File: src/rtl/systolic_drain_collector_pkg.sv
// Shared sizing defaults and packed-row helpers for the systolic array drain path.
// The same column packing is used by the array input feeder.
package systolic_drain_collector_pkg;

    localparam int DATA_SIZE  = 16;
    localparam int COLS       = 4;
    localparam int FIFO_DEPTH = 8;
    localparam int CNT_WIDTH  = 8;
    localparam int ROW_WIDTH  = COLS * DATA_SIZE;

    // Extract column `col` from a packed row (column 0 in the least significant slice).
    function automatic logic [DATA_SIZE-1:0] col_slice(input logic [ROW_WIDTH-1:0] row,
                                                       input int unsigned col);
        return row[col*DATA_SIZE +: DATA_SIZE];
    endfunction

endpackage

File: src/rtl/systolic_drain_collector_sync_fifo.sv
// First-word-fall-through synchronous FIFO holding aligned result rows.
// A push into a full FIFO is accepted only when a pop happens in the same cycle.
module sync_fifo #(
    parameter int WIDTH = 64,
    parameter int DEPTH = 8
) (
    input  logic                     clk,
    input  logic                     reset,
    input  logic                     push,
    input  logic                     pop,
    input  logic [WIDTH-1:0]         din,
    output logic [WIDTH-1:0]         dout,
    output logic                     full,
    output logic                     empty,
    output logic [$clog2(DEPTH):0]   count
);

    localparam int AW = $clog2(DEPTH);
    localparam int CW = AW + 1;

    logic [WIDTH-1:0] mem_r [DEPTH];
    logic [AW-1:0]    wr_ptr_r;
    logic [AW-1:0]    rd_ptr_r;
    logic [CW-1:0]    count_r;
    logic [CW-1:0]    count_nxt_s;
    logic             do_push_s;
    logic             do_pop_s;

    assign full      = (count_r == CW'(DEPTH));
    assign empty     = (count_r == {CW{1'b0}});
    assign do_pop_s  = pop & ~empty;
    assign do_push_s = push & (~full | do_pop_s);
    assign dout      = empty ? {WIDTH{1'b0}} : mem_r[rd_ptr_r];
    assign count     = count_r;

    // Next occupancy from the accepted push/pop pair.
    always_comb begin
        count_nxt_s = count_r;
        case ({do_push_s, do_pop_s})
            2'b10:   count_nxt_s = count_r + CW'(1);
            2'b01:   count_nxt_s = count_r - CW'(1);
            default: count_nxt_s = count_r;
        endcase
    end

    // Pointers, occupancy and storage; pointers wrap naturally since DEPTH is a power of two.
    always_ff @(posedge clk or negedge reset) begin
        if (!reset) begin
            wr_ptr_r <= {AW{1'b0}};
            rd_ptr_r <= {AW{1'b0}};
            count_r  <= {CW{1'b0}};
            mem_r    <= '{default: {WIDTH{1'b0}}};
        end else begin
            count_r <= count_nxt_s;
            if (do_push_s) begin
                mem_r[wr_ptr_r] <= din;
                wr_ptr_r        <= wr_ptr_r + AW'(1);
            end
            if (do_pop_s) begin
                rd_ptr_r <= rd_ptr_r + AW'(1);
            end
        end
    end

endmodule

File: src/rtl/systolic_drain_collector.sv
// De-skews the bottom-edge column outputs of a systolic MAC array into aligned rows,
// buffers them, and delivers them downstream with per-tile row counting and error flags.
module systolic_drain_collector
    import systolic_drain_collector_pkg::*;
#(
    parameter int data_size  = DATA_SIZE,
    parameter int cols       = COLS,
    parameter int fifo_depth = FIFO_DEPTH,
    parameter int cnt_width  = CNT_WIDTH
) (
    input  logic                          clk,
    input  logic                          reset,
    input  logic                          start,
    input  logic [cnt_width-1:0]          tile_rows,
    input  logic [cols-1:0]               col_valid,
    input  logic [cols*data_size-1:0]     col_data,
    output logic                          out_valid,
    input  logic                          out_ready,
    output logic [cols*data_size-1:0]     out_row,
    output logic [$clog2(fifo_depth):0]   fifo_count,
    output logic                          tile_done,
    output logic                          overflow,
    output logic                          skew_err
);

    localparam int ROW_W = cols * data_size;

    logic [ROW_W-1:0]     aligned_row_s;
    logic [cols-2:0]      v0_dly_r;
    logic                 row_push_s;
    logic                 skew_mis_s;
    logic                 pop_s;
    logic                 drop_s;
    logic                 fifo_full_s;
    logic                 fifo_empty_s;
    logic [cnt_width-1:0] row_cnt_r;
    logic [cnt_width-1:0] tile_rows_r;
    logic                 tile_done_r;
    logic                 overflow_r;
    logic                 skew_err_r;

    // Column 0's valid travels the longest path; its delayed copy marks a complete row.
    always_ff @(posedge clk or negedge reset) begin
        if (!reset) begin
            v0_dly_r <= {(cols-1){1'b0}};
        end else begin
            v0_dly_r[0] <= col_valid[0];
            for (int i = 1; i < cols - 1; i++) begin
                v0_dly_r[i] <= v0_dly_r[i-1];
            end
        end
    end

    for (genvar j = 0; j < cols; j++) begin : g_col
        localparam int STAGES = cols - 1 - j;
        if (STAGES == 0) begin : g_direct
            assign aligned_row_s[j*data_size +: data_size] =
                col_valid[j] ? col_data[j*data_size +: data_size] : {data_size{1'b0}};
        end else begin : g_pipe
            logic [data_size-1:0] pipe_r [STAGES];

            // Delay column j so it lines up with the last column; invalid samples enter as zero.
            always_ff @(posedge clk or negedge reset) begin
                if (!reset) begin
                    pipe_r <= '{default: {data_size{1'b0}}};
                end else begin
                    pipe_r[0] <= col_valid[j] ? col_data[j*data_size +: data_size]
                                              : {data_size{1'b0}};
                    for (int i = 1; i < STAGES; i++) begin
                        pipe_r[i] <= pipe_r[i-1];
                    end
                end
            end

            assign aligned_row_s[j*data_size +: data_size] = pipe_r[STAGES-1];
        end
    end

    assign row_push_s = v0_dly_r[cols-2];
    assign skew_mis_s = row_push_s ^ col_valid[cols-1];
    assign out_valid  = ~fifo_empty_s;
    assign pop_s      = out_valid & out_ready;
    assign drop_s     = row_push_s & fifo_full_s & ~pop_s;

    sync_fifo #(
        .WIDTH (ROW_W),
        .DEPTH (fifo_depth)
    ) u_fifo (
        .clk   (clk),
        .reset (reset),
        .push  (row_push_s),
        .pop   (pop_s),
        .din   (aligned_row_s),
        .dout  (out_row),
        .full  (fifo_full_s),
        .empty (fifo_empty_s),
        .count (fifo_count)
    );

    // Per-tile row counter; saturates at tile_rows and a start overrides a coincident pop.
    always_ff @(posedge clk or negedge reset) begin
        if (!reset) begin
            row_cnt_r   <= {cnt_width{1'b0}};
            tile_rows_r <= {cnt_width{1'b0}};
            tile_done_r <= 1'b0;
        end else if (start) begin
            row_cnt_r   <= {cnt_width{1'b0}};
            tile_rows_r <= tile_rows;
            tile_done_r <= 1'b0;
        end else if (pop_s && (row_cnt_r < tile_rows_r)) begin
            row_cnt_r   <= row_cnt_r + cnt_width'(1);
            tile_done_r <= ((row_cnt_r + cnt_width'(1)) == tile_rows_r);
        end else begin
            tile_done_r <= 1'b0;
        end
    end

    // Sticky protocol flags, cleared only by start or reset.
    always_ff @(posedge clk or negedge reset) begin
        if (!reset) begin
            overflow_r <= 1'b0;
            skew_err_r <= 1'b0;
        end else if (start) begin
            overflow_r <= 1'b0;
            skew_err_r <= 1'b0;
        end else begin
            overflow_r <= overflow_r | drop_s;
            skew_err_r <= skew_err_r | skew_mis_s;
        end
    end

    assign tile_done = tile_done_r;
    assign overflow  = overflow_r;
    assign skew_err  = skew_err_r;

endmodule
File: config.mk
export PLATFORM = sky130hd
export DESIGN_NAME = systolic_drain_collector
export DESIGN_NICKNAME = d
export VERILOG_FILES = /design/src/rtl/systolic_drain_collector_pkg.sv /design/src/rtl/systolic_drain_collector_sync_fifo.sv /design/src/rtl/systolic_drain_collector.sv
export SDC_FILE = /design/constraint.sdc
export NUM_CORES = 1
export LEC_CHECK = 0
export BUFFER_PORTS_ARGS = -buffer_cell sky130_fd_sc_hd__buf_2
export CAP_MARGIN = 25
export CORE_ASPECT_RATIO = 1.5
export CORE_MARGIN = 2
export CORE_UTILIZATION = 32
export DETAILED_ROUTE_END_ITERATION = 12
export PLACE_DENSITY = 0.53
export SETUP_SLACK_MARGIN = 0.2
export SKIP_CTS_REPAIR_TIMING = 1
export SLEW_MARGIN = 20
export SYNTH_ARGS = -nofsm -noshare
export SYNTH_HDL_FRONTEND = slang
export SYNTH_SLANG_ARGS = --single-unit
File: constraint.sdc
create_clock -name clk -period 2.1 [get_ports clk]
set_clock_uncertainty 0.2 [all_clocks]
set_input_delay 0.315 -clock clk [delete_from_list [all_inputs] [get_ports clk]]
set_output_delay 0.315 -clock clk [all_outputs]
set_load 0.005 [all_outputs]
==> impl_metrics.json <==
{
  "regArea_um2": 16000,
  "n_fill_cell": 7709,
  "cts_sinks": 640,
  "wl_per_cell_um": 22.3,
  "grt.overflow.total": 0,
  "slew_headroom_pct": 61.1,
  "finalMaxSlewViolations": 0,
  "finalHoldWorstSlack_ps": -18.2,
  "fmax_ghz": 0.334,
  "insertion_delay_ps": 620,
  "grt_max_degree": 68,
  "io_pins": 152,
  "dp_worst_setup_slack_ps": -406,
  "ys_seq_elements": 640,
  "violations": "hold timing, setup timing",
  "vdd_drop_max_v": 0.000660,
  "async_flop_share_pct": 100,
  "multi_input_area_um2": 12100,
  "ys_seq_area_share_pct": 58.7,
  "cts_tree": "built",
  "drtIter0Drc": 1095,
  "wirelength_um": 85200,
  "start_util_pct": 32.2,
  "drive_above_1_share_pct": 39.9,
  "ant_nets": 0,
  "rsz0062_at_grt": "true",
  "fin_util_pct": 44.4,
  "core-area_um2": 84700,
  "fp.dieW_um": 242,
  "synthToLayoutAreaGrowth_pct": 37.9,
  "dp_hpwl_um": 47400,
  "outcome": "complete, but fails checks",
  "power.leakage_uw": 0.0184,
  "synth_edf_count": 0,
  "antenna_found_initial": 3,
  "synth_nets": 2260,
  "clk_path_buf_depth": 3,
  "power_uw": 55100,
  "cp_data_required_time_ps": 1580,
  "setup_slack_ps": -897,
  "cp-startpoint": "u_fifo.rd_ptr_r[0]",
  "htreeDepth": 3,
  "ys.flop_type": "dfrtp_1",
  "yosys_warnings": 0,
  "r2r_end": "u_fifo.mem_r[47]",
  "drt-vias-per-instance": 4.91,
  "grt_pass1_vias": 19400,
  "timing_worst_setup_path_type": "flip-flop to output pin",
  "fin_setup_tns_ps": -83510,
  "grt_pass1_wl_um": 117000,
  "rr_startpoint": "u_fifo.count[0]",
  "worstMarginPinSlew_ps": 583,
  "vias": 18700,
  "power.density_nw_per_um2": 1460,
  "fin_nets": 2731,
  "yosys.cell_types.count": 53,
  "final_cell_mix": "dfrtp_1 (635), nand2_1 (502), mux2_4 (170)",
  "io_buffers": 151,
  "min_path_type": "input pin to flip-flop",
  "gp_congestion": 0.758,
  "rows": 131,
  "finalCritPeriodShare_pct": 143,
  "hold_viol_final": 12,
  "cp.arrival_ps": 2480,
  "crit_path_end_kind": "output pin",
  "cp_max_fo": 9,
  "cts_root_buf": "clkbuf_16",
  "cp-endpoint": "out_row[41]",
  "die-area_um2": 87700,
  "final_common_cell": "dfrtp_1",
  "gr-usage-all-layers_pct": 17.3,
  "route.detailed.drc": 0,
  "r2r_slack_ps": -210,
  "numCtsBuffers": 68,
  "reg2reg_depth": 10,
  "setup_violations": 403,
  "avgSynthCellArea_um2": 12.6,
  "synth_cells": 2168,
  "finalCriticalPeriod_ps": 3000,
  "path_clk_slew_ps": 60,
  "maxCapViolCount": 0,
  "start_kind": "flip-flop",
  "syn_area_um2": 27300,
  "dr.pass1.iters": 6,
  "die_h_um": 362
}
where the power goes:
part	internal (uW)	leakage, uW	switching [uW]
clock	6930	0.00109	5130
combinational	13000	0.00901	10300
sequential	16900	0.00831	2820
total	36800	0.0184	18300
worst min-delay path by stage:
stage / start / end / depth (start not counted)
2_1_floorplan: reset / aligned_row_s[0] / 0
3_3_place_gp: reset / u_fifo.mem_r[24] / 1
3_5_place_dp: reset / u_fifo.mem_r[281] / 1
4_1_cts: reset / u_fifo.mem_r[158] / 1
5_1_grt: col_valid[1] / g_col[1].g_pipe.pipe_r[31] / 2
6_report: col_valid[2] / g_col[2].g_pipe.pipe_r[6] / 2
critical path, stage by stage, from the launching register on:
cell and delay, ps:
dfrtp_4 430, buf_12 160, clkbuf_16 180, mux4_2 550, mux2i_4 240, buf_6 130
nor2_2 20, buf_2 120
per-layer routing:
layer  wire length [um]  share of wire, %  up-vias  GRT usage, %
met4               2100               2.5        4          4.84
met2              43100                51      454          30.1
met5                 18             0.021        -             0
li1                   -                 -     8405             -
met3               3780               4.4      109          2.85
met1              36100                42     9774          22.2
stage by stage:
stage	std cells	instance area [um^2]
2_1_floorplan	2168	28200
3_3_place_gp	3479	31400
3_5_place_dp	3479	31400
4_1_cts	3600	33600
5_1_grt	3820	37600
6_report	3821	37600
cell usage after synthesis (2+ instances only):
master / instances / area (um^2)
a21oi_1: 7 / 35.0
and2_1: 50 / 313
and3_1: 3 / 18.8
buf_1: 11 / 41.3
buf_2: 43 / 215
buf_4: 5 / 37.5
buf_6: 5 / 56.3
clkbuf_1: 69 / 259
dfrtp_1: 640 / 16000
ha_1: 12 / 150
inv_1: 9 / 33.8
mux2_1: 61 / 687
mux2_2: 185 / 2080
mux2i_1: 64 / 641
mux4_2: 128 / 2880
nand2_1: 589 / 2210
nand2b_1: 2 / 12.5
nand3_1: 10 / 50.1
nand3_4: 3 / 52.6
nand4_1: 2 / 12.5
nor2_1: 73 / 274
nor2b_1: 4 / 25.0
nor4_1: 2 / 12.5
o2111ai_1: 2 / 17.5
o21ai_0: 140 / 701
o31ai_1: 4 / 30.0
or4_1: 4 / 30.0
xnor2_1: 9 / 78.8
xor2_1: 8 / 70.1
area by class of cell:
type	instances	area share, %
sequential	640	42.6
multi-input combinational	1385	32.0
timing repair buffer	534	15.7
clock buffer	94	5.11
tap	1130	3.76
clock inverter	27	0.748
inverter	10	0.0997
antenna	1	0.00665
sequential cells by signal, indices dropped and copies added (netlist names), 4 cells and up:
signal,flops
row_cnt_r,8
u_fifo.mem_r,512
u_fifo.count,4
aligned_row_s,32
g_col.g_pipe.pipe_r,64
tile_rows_r,8
logic make-up after synthesis:
| group | count (synthesis) | share of synthesized area [%] |
|---|---|---|
| AND/OR/NAND/NOR | 750 | 11.3 |
| flip-flops | 640 | 58.7 |
| multiplexers | 438 | 23.1 |
| AO/OA/AOI/OAI | 168 | 3.44 |
| buffers and inverters | 143 | 2.37 |
| XOR/XNOR | 17 | 0.546 |
| adder cells (fa/ha/maj) | 12 | 0.550 |
No activity file was read; power rests on OpenSTA's default activity.
